[src/rtl/vga_timing_pattern_gen_if.sv]
// Pixel-stream bundle between the VGA timing/pattern generator and its consumer.
// master = generator (drives sync, colour and position); slave = the DAC/consumer side.
// mode and solid_rgb travel with the bundle as configuration inputs to the generator.
interface vga_timing_pattern_gen_if #(
  parameter int COLOR_W = 8,
  parameter int CNT_W   = 11
);
  logic [1:0]           mode;
  logic [3*COLOR_W-1:0] solid_rgb;
  logic                 VGA_HS;
  logic                 VGA_VS;
  logic                 VGA_BLANK;
  logic [COLOR_W-1:0]   VGA_R;
  logic [COLOR_W-1:0]   VGA_G;
  logic [COLOR_W-1:0]   VGA_B;
  logic [CNT_W-1:0]     pix_x;
  logic [CNT_W-1:0]     pix_y;
  logic                 sof;
  logic [15:0]          frame_cnt;

  modport master (
    input  mode, solid_rgb,
    output VGA_HS, VGA_VS, VGA_BLANK, VGA_R, VGA_G, VGA_B,
           pix_x, pix_y, sof, frame_cnt
  );

  modport slave (
    output mode, solid_rgb,
    input  VGA_HS, VGA_VS, VGA_BLANK, VGA_R, VGA_G, VGA_B,
           pix_x, pix_y, sof, frame_cnt
  );
endinterface

[src/rtl/vga_timing_pattern_gen.sv]
// Parametrised VGA raster timing plus four test patterns (solid, bars, gradient, checker).
// Latency: 1 cycle from the stage-0 h/v counters to every registered output, all aligned.
// Backpressure: none; free-running on the pixel clock, the consumer must keep up.
module vga_timing_pattern_gen #(
  parameter int H_ACTIVE = 640,
  parameter int H_FP     = 16,
  parameter int H_SYNC   = 96,
  parameter int H_BP     = 48,
  parameter int V_ACTIVE = 480,
  parameter int V_FP     = 10,
  parameter int V_SYNC   = 2,
  parameter int V_BP     = 33,
  parameter bit HS_POL   = 1'b0,
  parameter bit VS_POL   = 1'b0,
  parameter int COLOR_W  = 8,
  parameter int CNT_W    = 11,
  parameter int CHK_LOG2 = 5
) (
  input logic                      clk25MHz,
  input logic                      reset,
  vga_timing_pattern_gen_if.master vga
);

  localparam int H_TOTAL = H_ACTIVE + H_FP + H_SYNC + H_BP;
  localparam int V_TOTAL = V_ACTIVE + V_FP + V_SYNC + V_BP;
  localparam int BAR_W   = H_ACTIVE / 8;

  localparam logic [CNT_W-1:0] H_LAST   = CNT_W'(H_TOTAL - 1);
  localparam logic [CNT_W-1:0] V_LAST   = CNT_W'(V_TOTAL - 1);
  localparam logic [CNT_W-1:0] H_ACT    = CNT_W'(H_ACTIVE);
  localparam logic [CNT_W-1:0] V_ACT    = CNT_W'(V_ACTIVE);
  localparam logic [CNT_W-1:0] HS_START = CNT_W'(H_ACTIVE + H_FP);
  localparam logic [CNT_W-1:0] HS_END   = CNT_W'(H_ACTIVE + H_FP + H_SYNC);
  localparam logic [CNT_W-1:0] VS_START = CNT_W'(V_ACTIVE + V_FP);
  localparam logic [CNT_W-1:0] VS_END   = CNT_W'(V_ACTIVE + V_FP + V_SYNC);

  logic [CNT_W-1:0]   h;
  logic [CNT_W-1:0]   v;
  logic [1:0]         mode_q;
  logic               frame_start;
  logic [1:0]         eff_mode;
  logic [2:0]         bar_idx;
  logic               de_n;
  logic               hs_on;
  logic               vs_on;
  logic               chk;
  logic [CNT_W-1:0]   hv_sum;
  logic [COLOR_W-1:0] r_n;
  logic [COLOR_W-1:0] g_n;
  logic [COLOR_W-1:0] b_n;

  // Pixel (0,0) is the frame boundary; the new frame's mode applies to it immediately,
  // so the pattern mux sees the live input on that one pixel and the latched copy after.
  assign frame_start = (h == '0) && (v == '0);
  assign eff_mode    = frame_start ? vga.mode : mode_q;

  // Stage 0: raster counters, h wraps every line, v advances on the last pixel of a line.
  always_ff @(posedge clk25MHz or posedge reset) begin
    if (reset) begin
      h <= '0;
      v <= '0;
    end else if (h == H_LAST) begin
      h <= '0;
      v <= (v == V_LAST) ? '0 : v + CNT_W'(1);
    end else begin
      h <= h + CNT_W'(1);
    end
  end

  // Frame-latched pattern select so a mid-frame change never tears the image.
  always_ff @(posedge clk25MHz or posedge reset) begin
    if (reset) begin
      mode_q <= 2'd0;
    end else if (frame_start) begin
      mode_q <= vga.mode;
    end
  end

  // Pattern and timing decode for the current stage-0 pixel.
  always_comb begin
    bar_idx = 3'd7;
    for (int i = 6; i >= 0; i--) begin
      if (h < CNT_W'((i + 1) * BAR_W)) bar_idx = 3'(i);
    end
    de_n   = (h < H_ACT) && (v < V_ACT);
    hs_on  = (h >= HS_START) && (h < HS_END);
    vs_on  = (v >= VS_START) && (v < VS_END);
    chk    = h[CHK_LOG2] ^ v[CHK_LOG2];
    hv_sum = h + v;
    r_n    = '0;
    g_n    = '0;
    b_n    = '0;
    case (eff_mode)
      2'd0: {r_n, g_n, b_n} = vga.solid_rgb;
      // Bar colours follow the index bits: R off for 2,3,6,7; G off for 4..7; B off for odd.
      2'd1: begin
        r_n = {COLOR_W{~bar_idx[1]}};
        g_n = {COLOR_W{~bar_idx[2]}};
        b_n = {COLOR_W{~bar_idx[0]}};
      end
      2'd2: begin
        r_n = h[COLOR_W-1:0];
        g_n = v[COLOR_W-1:0];
        b_n = hv_sum[COLOR_W-1:0];
      end
      default: begin
        r_n = {COLOR_W{~chk}};
        g_n = {COLOR_W{~chk}};
        b_n = {COLOR_W{~chk}};
      end
    endcase
    if (!de_n) begin
      r_n = '0;
      g_n = '0;
      b_n = '0;
    end
  end

  // Stage 1: every output registered from the same stage-0 pixel so they stay aligned.
  always_ff @(posedge clk25MHz or posedge reset) begin
    if (reset) begin
      vga.VGA_HS    <= ~HS_POL;
      vga.VGA_VS    <= ~VS_POL;
      vga.VGA_BLANK <= 1'b0;
      vga.VGA_R     <= '0;
      vga.VGA_G     <= '0;
      vga.VGA_B     <= '0;
      vga.pix_x     <= '0;
      vga.pix_y     <= '0;
      vga.sof       <= 1'b0;
      vga.frame_cnt <= 16'd0;
    end else begin
      vga.VGA_HS    <= hs_on ? HS_POL : ~HS_POL;
      vga.VGA_VS    <= vs_on ? VS_POL : ~VS_POL;
      vga.VGA_BLANK <= de_n;
      vga.VGA_R     <= r_n;
      vga.VGA_G     <= g_n;
      vga.VGA_B     <= b_n;
      vga.pix_x     <= h;
      vga.pix_y     <= v;
      vga.sof       <= frame_start;
      if (frame_start) vga.frame_cnt <= vga.frame_cnt + 16'd1;
    end
  end

endmodule

[src/flat_wrapper.sv]
// flat-port wrapper written by rule: the top's interface ports become plain ports
module vga_timing_pattern_gen_flat 
#(
  parameter int H_ACTIVE = 640,
  parameter int H_FP     = 16,
  parameter int H_SYNC   = 96,
  parameter int H_BP     = 48,
  parameter int V_ACTIVE = 480,
  parameter int V_FP     = 10,
  parameter int V_SYNC   = 2,
  parameter int V_BP     = 33,
  parameter bit HS_POL   = 1'b0,
  parameter bit VS_POL   = 1'b0,
  parameter int COLOR_W  = 8,
  parameter int CNT_W    = 11,
  parameter int CHK_LOG2 = 5
)
  (clk25MHz, reset, vga_mode, vga_solid_rgb, vga_VGA_HS, vga_VGA_VS, vga_VGA_BLANK, vga_VGA_R, vga_VGA_G, vga_VGA_B, vga_pix_x, vga_pix_y, vga_sof, vga_frame_cnt);
  vga_timing_pattern_gen_if #(.COLOR_W(COLOR_W), .CNT_W(CNT_W)) vga_i ();
  input logic clk25MHz;
  input logic reset;
  input wire logic [$bits(vga_i.mode)-1:0] vga_mode;
  input wire logic [$bits(vga_i.solid_rgb)-1:0] vga_solid_rgb;
  output wire logic [$bits(vga_i.VGA_HS)-1:0] vga_VGA_HS;
  output wire logic [$bits(vga_i.VGA_VS)-1:0] vga_VGA_VS;
  output wire logic [$bits(vga_i.VGA_BLANK)-1:0] vga_VGA_BLANK;
  output wire logic [$bits(vga_i.VGA_R)-1:0] vga_VGA_R;
  output wire logic [$bits(vga_i.VGA_G)-1:0] vga_VGA_G;
  output wire logic [$bits(vga_i.VGA_B)-1:0] vga_VGA_B;
  output wire logic [$bits(vga_i.pix_x)-1:0] vga_pix_x;
  output wire logic [$bits(vga_i.pix_y)-1:0] vga_pix_y;
  output wire logic [$bits(vga_i.sof)-1:0] vga_sof;
  output wire logic [$bits(vga_i.frame_cnt)-1:0] vga_frame_cnt;
  assign vga_i.mode = vga_mode;
  assign vga_i.solid_rgb = vga_solid_rgb;
  assign vga_VGA_HS = vga_i.VGA_HS;
  assign vga_VGA_VS = vga_i.VGA_VS;
  assign vga_VGA_BLANK = vga_i.VGA_BLANK;
  assign vga_VGA_R = vga_i.VGA_R;
  assign vga_VGA_G = vga_i.VGA_G;
  assign vga_VGA_B = vga_i.VGA_B;
  assign vga_pix_x = vga_i.pix_x;
  assign vga_pix_y = vga_i.pix_y;
  assign vga_sof = vga_i.sof;
  assign vga_frame_cnt = vga_i.frame_cnt;
  vga_timing_pattern_gen #(.H_ACTIVE(H_ACTIVE), .H_FP(H_FP), .H_SYNC(H_SYNC), .H_BP(H_BP), .V_ACTIVE(V_ACTIVE), .V_FP(V_FP), .V_SYNC(V_SYNC), .V_BP(V_BP), .HS_POL(HS_POL), .VS_POL(VS_POL), .COLOR_W(COLOR_W), .CNT_W(CNT_W), .CHK_LOG2(CHK_LOG2)) u_core (.clk25MHz(clk25MHz), .reset(reset), .vga(vga_i));
endmodule
[config.mk]
export PLATFORM = sky130hd
export DESIGN_NAME = vga_timing_pattern_gen_flat
export DESIGN_NICKNAME = d
export VERILOG_FILES = /design/src/rtl/vga_timing_pattern_gen_if.sv /design/src/rtl/vga_timing_pattern_gen.sv /design/src/flat_wrapper.sv
export SDC_FILE = /design/constraint.sdc
export NUM_CORES = 1
export LEC_CHECK = 0
export BUFFER_PORTS_ARGS = -buffer_cell sky130_fd_sc_hd__buf_2
export CAP_MARGIN = 20
export CORE_MARGIN = 2
export CORE_UTILIZATION = 40
export CTS_BUF_LIST = sky130_fd_sc_hd__clkbuf_4
export CTS_CLUSTER_SIZE = 16
export DETAILED_ROUTE_END_ITERATION = 10
export GPL_TIMING_DRIVEN = 1
export SYNTH_ARGS = -nofsm -noshare
export SYNTH_HDL_FRONTEND = slang
export SYNTH_SLANG_ARGS = --single-unit
export TNS_END_PERCENT = 20
[constraint.sdc]
create_clock -name clk25MHz -period 3.35 [get_ports clk25MHz]
set_input_delay 0.1675 -clock clk25MHz [delete_from_list [all_inputs] [get_ports clk25MHz]]
set_output_delay 0.1675 -clock clk25MHz [all_outputs]
set_load 0.01 [all_outputs]
Yosys cells after proc, flatten, opt, wreduce, memory -nomap -nowiden
Cells that the tools add are included.
{"block": "totals", "inputBits": 28, "reg_bits": 90}
{"block": "op_classes", "n_mux": 18, "n_bitwise": 5, "n_reduce_logical": 7, "n_eq_ne": 4, "n_lt_le_gt_ge": 13, "n_addsub": 4}
{"cell": "$pmux W8 S3", "count": 3}
{"cell": "$lt A11 B9 Y1 const B", "count": 5}
{"cell": "$lt A11 B10 Y1 const B", "count": 3}
{"cell": "$mux W8", "count": 3}
{"cell": "$add A11 B1 Y11 const B", "count": 2}
{"cell": "$eq A11 B10 Y1 const B", "count": 2}
{"cell": "$logic_not A11 Y1", "count": 2}
{"cell": "$lt A11 B8 Y1 const B", "count": 2}
{"cell": "$mux W11", "count": 2}
{"cell": "$add A16 B1 Y16 const B", "count": 1}
{"cell": "$mux W3", "count": 4}
{"cell": "$ge A11 B10 Y1 const B", "count": 1}
{"cell": "$ge A11 B9 Y1 const B", "count": 1}
{"cell": "$lt A11 B7 Y1 const B", "count": 1}
{"cell": "$add A8 B8 Y8", "count": 1}
{"cell": "$mux W2", "count": 3}
{"cell": "$logic_and A1 B1 Y1", "count": 4}
{"cell": "$not A1 Y1", "count": 4}
{"cell": "$mux W1", "count": 3}
{"cell": "$eq A2 B1 Y1 const B", "count": 1}
{"cell": "$eq A2 B2 Y1 const B", "count": 1}
{"cell": "$logic_not A2 Y1", "count": 1}
{"cell": "$xor A1 B1 Y1", "count": 1}

Depth between registers and ports, before layout
Gate-level depths: netlist of the first run.
{"block": "logic_depth", "depth_word": 11, "depth_mapped": 9, "depth_no_buf": 9}

Least setup slack after synthesis of the first run
Ideal clock, no wire load.
{"block": "synth_path", "path_kind": "reg-to-reg", "from": "reg u_core.h[1]", "to": "reg u_core.vga.VGA_B[6]", "arrival_time_ps": 2235, "path_stages_with_launch": 10, "slack_ps": 978, "t_required_ps": 3214, "period_less_slack_ps": 2372, "setup_time_ps": 136, "path_cell_list": "dfrtp_1 inv_1 ha_1 nor4b_1 nand2_1 nor3_4 mux2_1 o21ai_1 clkbuf_1 a21oi_1"}
{"block": "synth_between", "elab_chain_cells": 11}
{"item": "start, declared", "line_no": "vga_timing_pattern_gen.sv:37", "text": "logic [CNT_W-1:0] h;"}
{"item": "start signal, assigned", "line_no": "vga_timing_pattern_gen.sv:66", "text": "h <= h + CNT_W'(1);"}
{"item": "$lt A11 B10 Y1", "line_no": "vga_timing_pattern_gen.sv:83", "text": "if (h < CNT_W'((i + 1) * BAR_W)) bar_idx = 3'(i);"}
{"item": "$mux W1", "line_no": "vga_timing_pattern_gen.sv:83"}
{"item": "$mux W2 (2 in a row)", "line_no": "vga_timing_pattern_gen.sv:83"}
{"item": "$mux W3 (4 in a row)", "line_no": "vga_timing_pattern_gen.sv:83"}
{"item": "$not A1 Y1", "line_no": "vga_timing_pattern_gen.sv:99", "text": "b_n = {COLOR_W{~bar_idx[0]}};"}
{"item": "$pmux W8 S3", "line_no": "vga_timing_pattern_gen.sv:93", "text": "case (eff_mode)"}
{"item": "$mux W8 (*)", "line_no": "vga_timing_pattern_gen.sv:112", "text": "if (!de_n) begin"}
{"item": "net u_core.b_n[6]", "line_no": "vga_timing_pattern_gen.sv:50", "text": "logic [COLOR_W-1:0] b_n;"}
{"item": "end signal, assigned", "line_no": "vga_timing_pattern_gen.sv:138", "text": "vga.VGA_B <= b_n;"}
{"item": "end, declared", "line_no": "vga_timing_pattern_gen_if.sv:23", "text": "output VGA_HS, VGA_VS, VGA_BLANK, VGA_R, VGA_G, VGA_B,"}
Mark *: on every way through the listed nets, which the timed path passes. The rest lies on a longest branch.
A chain may end at the register's enable or synchronous reset.

Worst setup path after layout of the first run
{"block": "layout_path", "from": "reg u_core.h[1]", "to": "reg u_core.vga.VGA_G[6]"}
{"block": "layout_between", "elab_chain_cells": 8}
{"item": "$lt A11 B9 Y1", "line_no": "vga_timing_pattern_gen.sv:83"}
{"item": "$mux W3 (4 in a row)", "line_no": "vga_timing_pattern_gen.sv:83"}
{"item": "$not A1 Y1", "line_no": "vga_timing_pattern_gen.sv:98", "text": "g_n = {COLOR_W{~bar_idx[2]}};"}
{"item": "$pmux W8 S3", "line_no": "vga_timing_pattern_gen.sv:93"}
{"item": "$mux W8 (*)", "line_no": "vga_timing_pattern_gen.sv:112"}
{"item": "net u_core.g_n[6]", "line_no": "vga_timing_pattern_gen.sv:49", "text": "logic [COLOR_W-1:0] g_n;"}
{"item": "end signal, assigned", "line_no": "vga_timing_pattern_gen.sv:137", "text": "vga.VGA_G <= g_n;"}
{"item": "end, declared", "line_no": "vga_timing_pattern_gen_if.sv:23"}
Marked as above.

==> impl_metrics.ini, run 1 <==
[status]
run_status = finished clean

[critical_path]
cp-start-kind = flip-flop
worst_r2r_endpoint = u_core.vga.VGA_G[6]$_DFF_PP0_
cp_data_required_time_ps = 3680
endpoint_kind = flip-flop
r2r_start = u_core.h[1]$_DFF_PP0_
critPathMaxStageDelay_ps = 540
critPathBufInv = 2
worst-path-max-fanout = 20
cpMaxStageDelayCell = sky130_fd_sc_hd__mux2_2
critPathTopFamily = simple AND/OR/NAND/NOR gates
setup.reg_to_reg.worst_slack_ps = 520
crit_chain = inv_1 -> ha_1 -> nor4b_1 -> nand2_1 -> nor3_4 -> buf_4 -> mux2_2 -> o21ai_2 -> a21oi_1
path_class = reg2reg
crit_arrival_ps = 3160
number_of_cells_on_the_worst_reg_to_reg_path = 9

[min_path]
hp-class = in2reg
timing.hold.worst.start = vga_solid_rgb[12]
endpoint_of_the_worst_hold_path = u_core.vga.VGA_G[4]$_DFF_PP0_
timing.hold.worst_path_depth = 3

[cts]
cts-root-buf = sky130_fd_sc_hd__clkbuf_4
tritoncts_num_sinks = 90
insertion_delay_ps = 450
htree_num_levels = 3
total_cts_buffers = 9
clock_path_buffers = 2
tritoncts_clock_tree = yes
post_cts_resized = 0
worst_setup_hold_path_clk_slew_ps = 140

[global_route]
grt_usage_pct = 19.04
largest_net_degree_at_the_start_of_global_routing = 35
antenna_found_initial = 1
vias_in_the_first_global_route = 3069
first_pass_grt_wire_length_um = 16240
globalRoute.totalOverflow = 0

[synth]
synth_cells = 367
yosysTopAreaCellShare_pct = 53.37
synth_nets = 408
syn-mean-instance-area_um2 = 11.24
seq_area_frac_synth_pct = 54.64
synth-seq-cells = 90
post-synth-top-area-cell = sky130_fd_sc_hd__dfrtp_1
ys.warnings.count = 0
post_synth_main_area_contributors = sky130_fd_sc_hd__dfrtp_1, sky130_fd_sc_hd__xnor2_1, sky130_fd_sc_hd__ha_1
synth_cell_types = 57
synthesis.area_mm2 = 0.004126

[flow_run]
maxCapViolCount = 0

[layout]
layout.cell_area.non_filler_mm2 = 0.005005
final_layout_size_suffix_gt1_share_pct = 30.31
flow.area_growth_from_synthesis_pct = 21.29
layout.nets = 521

[routing]
dr_total_vias = 3213
avgRoutedWirePerCell_um = 16.66
drcViolationCount = 0
number_of_routed_nets_with_antenna_violations = 0
finalWirelength_um = 10360
first_iter_violations = 183
route.detailed.vias_per_inst = 5.166
drtPass1Iterations = 6

[sta]
fin_tns_setup_ps = 0
worst_margin_slew_ps = 640.7
min_period_over_period_pct = 84.45
fin_crit_ps = 2829
fin_hold_viols = 0
fmaxAchievable_ghz = 0.3535
fin_hold_ws_ps = 17.94
slew_headroom_pct = 56.89
timing.final.setup_violations = 0
grt_setup_unrepaired = no
number_of_pins_exceeding_their_max_slew_limit_in_the_final_report = 0
finalClockSkew_ps = 17.66

[floorplanning]
dieArea_mm2 = 0.01115
floorplan.rows = 37
die_height_um = 105.6
num_io_pins = 94
core_region_area_mm2 = 0.01018
starting_utilization_of_the_core_area_pct = 40.52
floorplan.die.width_um = 105.6

[placement]
detailed_placer_s_ending_hpwl_um = 7039
dpl-instance-area_mm2 = 0.004795
placement.io_buffers = 93
gp_congestion = 0.8114

[pwr]
total_power_mw = 1.801
power_density_over_the_cells_mw_per_mm2 = 359.9
p_leak_nw = 2.487
power.ir.vdd_worst_mv = 0.1567
Yosys cell counts (all sizes together):
cell type / n
a311o: 1
mux2i: 3
nand3b: 4
nand2b: 2
o21ai: 13
a221oi: 7
a211o: 1
xor2: 15
nand2: 32
nor3b: 1
dfstp: 2
o22ai: 1
nor4: 4
a21oi: 22
inv: 14
nor4b: 4
nand4: 7
and4: 2
a31oi: 1
a21o: 2
nor3: 10
a22o: 1
maj3: 2
dfrtp: 88
mux2: 5
clkbuf: 4
a22oi: 17
o31ai: 1
buf: 12
o31a: 1
xnor2: 21
o21bai: 1
fa: 1
and2: 2
and3: 8
nor2: 20
a211oi: 3
a2111oi: 2
nor2b: 2
or3: 2
ha: 12
nand3: 13
or2: 1
worst max path at each step:
stage,from,endpoint,slack (ps),cells past startpoint
after global routing,u_core.h[1]$_DFF_PP0_,u_core.vga.VGA_G[4]$_DFF_PP0_,320,9
after detailed placement,u_core.h[1]$_DFF_PP0_,u_core.vga.VGA_G[6]$_DFF_PP0_,510,9
after global placement,u_core.h[1]$_DFF_PP0_,u_core.vga.VGA_G[1]$_DFF_PP0_,650,9
final,u_core.h[1]$_DFF_PP0_,u_core.vga.VGA_G[6]$_DFF_PP0_,520,9
after floorplan,reset,u_core.h[0]$_DFF_PP0_,850,1
after CTS,u_core.h[1]$_DFF_PP0_,u_core.vga.VGA_G[2]$_DFF_PP0_,500,9
placed cells by master, fill, tap and decap left out, drive strengths merged, types with 5 or more instances in the layout:
master	synthesis	layout
buf	12	109
dfrtp	88	88
nand2	32	32
a21oi	22	22
xnor2	21	21
nor2	20	20
a22oi	17	17
xor2	15	15
inv	14	14
nand3	13	13
o21ai	13	13
ha	12	12
clkbuf	4	10
nor3	10	10
dlygate4sd3	0	9
and3	8	8
nand4	7	7
a221oi	7	7
mux2	5	5
registers in the layout, indices dropped and copies added, names as in the netlist, 2 cells and up:
signal,flops
u_core.h,11
u_core.vga.VGA_B,8
u_core.vga.VGA_G,8
u_core.mode_q,2
u_core.vga.frame_cnt,16
u_core.v,11
u_core.vga.VGA_R,8
u_core.vga.pix_y,11
u_core.vga.pix_x,11
what timing repair did:
item / 4_1_cts / 5_1_grt
hold buffers: 9 / 0
hold endpoints to repair: 30 / 0
setup buffers: 0 / 0
where the power goes:
part | total, mW | internal (mW) | switching (mW) | leakage (nW)
Sequential | 1.12 | 1.11 | 0.00824 | 1.16
Combinational | 0.140 | 0.0565 | 0.0830 | 1.26
Clock | 0.543 | 0.162 | 0.381 | 0.0628
Total | 1.80 | 1.33 | 0.472 | 2.49
per-layer routing:
layer / GRT usage, % / wire length, um / vias up
met2: 30.18 / 4975 / 102
met3: 3.525 / 553 / 14
li1: - / - / 1529
met5: 0 / 0 / -
met1: 25.87 / 4653 / 1568
met4: 7.613 / 181 / 0
worst reg2reg max path, delay by kind of cell (launching register included):
| kind | cells | cell delay [ps] |
|---|---|---|
| and+or+nand+nor | 3 | 660 |
| muxes | 1 | 540 |
| AOI/OAI and AO/OA | 2 | 540 |
| DFF | 1 | 520 |
| buffers and inverters | 2 | 330 |
| adders and majority gates | 1 | 130 |
kinds of logic after synthesis:
| logic type | Yosys count | share of synthesized area [%] |
|---|---|---|
| multiplexers | 8 | 2.183 |
| adder cells (fa/ha/maj) | 15 | 4.609 |
| AO/OA/AOI/OAI | 74 | 12.31 |
| flip-flops | 90 | 54.64 |
| buffers and inverters | 30 | 3.517 |
| AND/OR/NAND/NOR | 114 | 15.10 |
| XOR/XNOR | 36 | 7.641 |
final cells by class:
type	instances	area, um2
Tap cell	136	170.2
Multi-Input combinational cell	247	1730
Sequential cell	90	2255
Fill cell	966	5180
Clock inverter	6	42.54
Timing Repair Buffer	118	675.6
Antenna cell	1	2.502
Clock buffer	10	75.07
Inverter	14	53.80
metrics by stage:
step,cells,setup slack [ps],utilization [%]
finish,622,520.8,49.14
detailed placement,596,512.5,47.08
CTS,621,505.0,49.12
global placement,596,648.1,47.08
global route,622,318.0,49.14
floorplan,367,850.6,-
(Power assumes the default switching activity.)
==> inputs of run 2 (changes only) <==
- ABC_AREA: not set -> 1
- clock period: 3.35 -> 2.8 ns (I/O delays scaled with it)
==> run 2 against run 1 <==
  * Worst hold slack improved by 7.6 ps
  * Area after synthesis increased by 8.5%
  * Power increased by 29%
  * Setup slack got worse by 150 ps
  * Sequential power increased by 20%
  * Sequential cell count unchanged
  * Count of clock-buffer cells in the layout decreased by 1
  * Critical path type unchanged
  * Highest routed layer unchanged
==> impl_metrics.ini, run 2 <==
[routing]
drtPass1Iterations = 4
finalWirelength_um = 11340
number_of_routed_nets_with_antenna_violations = 0
drcViolationCount = 0
dr_total_vias = 3884
avgRoutedWirePerCell_um = 14.40
first_iter_violations = 181
route.detailed.vias_per_inst = 4.935

[sta]
number_of_pins_exceeding_their_max_slew_limit_in_the_final_report = 0
finalClockSkew_ps = 18.71
slew_headroom_pct = 47.50
min_period_over_period_pct = 86.88
fin_tns_setup_ps = 0
grt_setup_unrepaired = no
fin_hold_ws_ps = 25.57
worst_margin_slew_ps = 786.6
timing.final.setup_violations = 0
fmaxAchievable_ghz = 0.4111
finalWorstSetupSlack_ps = 367.4
fin_crit_ps = 2433
fin_hold_viols = 0

[cts]
tritoncts_clock_tree = yes
worst_setup_hold_path_clk_slew_ps = 150
htree_num_levels = 3
total_cts_buffers = 9
cts-root-buf = sky130_fd_sc_hd__clkbuf_4
post-cts-setup-buffer-count = 0
clock_path_buffers = 2
tritoncts_num_sinks = 90
insertion_delay_ps = 460

[placement]
detailed_placer_s_ending_hpwl_um = 8362
detailedPlace.worstSlack_ps = 249.7
placement.io_buffers = 93
dpl-instance-area_mm2 = 0.005135
placed_cells = 753
gp_congestion = 0.9212

[critical_path]
worst-path-max-fanout = 28
crit_chain = inv_1 -> ha_1 -> inv_1 -> nor2_1 -> inv_1 -> nor2_2 -> nand3_4 -> nand2_2 -> nand2_4 -> inv_4 -> nand3_1 -> nand3_1 -> nor2_1 -> nor2_1
crit_arrival_ps = 2820
cpMaxStageDelayCell = sky130_fd_sc_hd__dfrtp_1
endpoint_kind = flip-flop
path_class = reg2reg
cp-start-kind = flip-flop
critPathMaxStageDelay_ps = 540
cp_data_required_time_ps = 3180

[pwr]
p_leak_nw = 2.930
power.ir.vdd_worst_mv = 0.2292
total_power_mw = 2.333
power_density_over_the_cells_mw_per_mm2 = 425.2

[floorplanning]
floorplan.die.width_um = 109.8
floorplan.rows = 38
num_io_pins = 94
starting_utilization_of_the_core_area_pct = 41.13
dieArea_mm2 = 0.01206
die_height_um = 109.8
core_region_area_mm2 = 0.01089

[synth]
synth-seq-cells = 90
post_synth_most_frequent_cells = sky130_fd_sc_hd__nand2_1, sky130_fd_sc_hd__dfrtp_1, sky130_fd_sc_hd__inv_1
predominant_post_synthesis_flop_cell = sky130_fd_sc_hd__dfrtp_1
synth_nets = 561
post_synth_main_area_contributors = sky130_fd_sc_hd__dfrtp_1, sky130_fd_sc_hd__nand2_1, sky130_fd_sc_hd__inv_1
asyncSetResetFlopFracSynth_pct = 100.0
synth_cell_types = 34
seq_area_frac_synth_pct = 50.35
synth_enable_flop_cells = 0
syn-mean-instance-area_um2 = 8.612
yosysMostFrequentCell = sky130_fd_sc_hd__nand2_1
synth_cells = 520
post-synth-top-area-cell = sky130_fd_sc_hd__dfrtp_1
synthesis.area_mm2 = 0.004478
ys.warnings.count = 0
yosysTopAreaCellShare_pct = 49.18

[status]
run_status = finished clean

[global_route]
globalRoute.totalOverflow = 0
vias_in_the_first_global_route = 3743
grt_usage_pct = 19.99
first_pass_grt_wire_length_um = 18360
antenna_found_initial = 0
largest_net_degree_at_the_start_of_global_routing = 48

[layout]
regMostFlops = u_core.vga.frame_cnt
largest_register_ffs = 16
fin_util_pct = 50.38
flow.area_growth_from_synthesis_pct = 22.49
most-common-layout-cells = sky130_fd_sc_hd__nand2_1, sky130_fd_sc_hd__buf_2, sky130_fd_sc_hd__dfrtp_1, sky130_fd_sc_hd__inv_1, sky130_fd_sc_hd__nand3_1
layout.filler_cells = 1055
final_layout_size_suffix_gt1_share_pct = 22.72
layout.cell_area.non_filler_mm2 = 0.005485
layout.nets = 683
instances_no_fill = 787
mostFrequentLayoutCell = sky130_fd_sc_hd__nand2_1
antenna_cells = 0

[flow_run]
maxCapViolCount = 0

[min_path]
hp-class = in2reg
==> run 2: cell types whose count changed after synthesis, moves of 5 or more <==
cell	delta
sky130_fd_sc_hd__nand3_1	+29
sky130_fd_sc_hd__nor2_1	+19
sky130_fd_sc_hd__and3_1	-8
sky130_fd_sc_hd__o21ai_0	+5
sky130_fd_sc_hd__xnor2_1	-14
sky130_fd_sc_hd__a221oi_1	-5
sky130_fd_sc_hd__nand2_1	+91
sky130_fd_sc_hd__a22oi_1	-17
sky130_fd_sc_hd__nand4_1	+7
sky130_fd_sc_hd__inv_1	+58
sky130_fd_sc_hd__a31oi_1	+16
==> run 2: power by group <==
| group | leakage, nW | total [mW] | switching [mW] | internal, mW |
|---|---|---|---|---|
| combinational | 1.68 | 0.188 | 0.113 | 0.0757 |
| clock | 0.0816 | 0.807 | 0.447 | 0.361 |
| sequential | 1.16 | 1.34 | 0.00766 | 1.33 |
==> run 2: metal layers <==
| layer | track usage, % | vias up | share of wire (%) |
|---|---|---|---|
| met3 | 3.794 | 14 | 5.9 |
| met4 | 7.685 | 0 | 1.6 |
| li1 | - | 1930 | - |
| met1 | 27.81 | 1827 | 46 |
| met2 | 30.81 | 113 | 46 |
| met5 | 0 | - | 0 |
==> run 2: area by class of cell <==
cell class / count / area (um2) / area share [%]
Sequential cell: 90 / 2255 / 41.10
Multi-Input combinational cell: 346 / 1881 / 34.28
Timing Repair Buffer: 121 / 733.2 / 13.37
Inverter: 74 / 281.5 / 5.132
Tap cell: 140 / 175.2 / 3.193
Clock inverter: 7 / 92.59 / 1.688
Clock buffer: 9 / 67.56 / 1.232
==> run 2: cells by family after synthesis <==
kind of cell	share of synthesized area, %
AND/OR/NAND/NOR	25.76
flip-flops	50.35
buffers and inverters	7.824
AO/OA/AOI/OAI	7.377
XOR/XNOR	4.890
adder cells (fa/ha/maj)	3.800
==> run 2: worst max-delay path, delay by kind of cell, from the launching register on <==
family / cells / cell delay [ps]
and+or+nand+nor: 9 / 1130
DFF: 1 / 540
adders and majority gates: 1 / 150
buffers and inverters: 4 / 530
==> run 2: repair_timing <==
item | 4_1_cts | 5_1_grt
endpoints found under the setup margin | 0 | 20
hold buffers | 18 | 0
resized for setup | 0 | 4
endpoints found under the hold margin | 61 | 0
==> run 2: final timing paths <==
check | depth (start not counted) | to | from | slack [ps]
min in group asynchronous | 3 | u_core.vga.VGA_G[6]$_DFF_PP0_ | reset | 330
max in group asynchronous | 4 | u_core.vga.pix_y[6]$_DFF_PP0_ | reset | 1780
hold reg to reg | 0 | u_core.vga.pix_y[10]$_DFF_PP0_ | u_core.v[10]$_DFFE_PP0N_ | 410
setup reg to reg | 14 | u_core.vga.VGA_B[5]$_DFF_PP0_ | u_core.v[0]$_DFFE_PP0N_ | 370
setup / recovery | 14 | u_core.vga.VGA_B[5]$_DFF_PP0_ | u_core.v[0]$_DFFE_PP0N_ | 370
hold / removal | 5 | u_core.vga.VGA_B[4]$_DFF_PP0_ | vga_solid_rgb[4] | 30
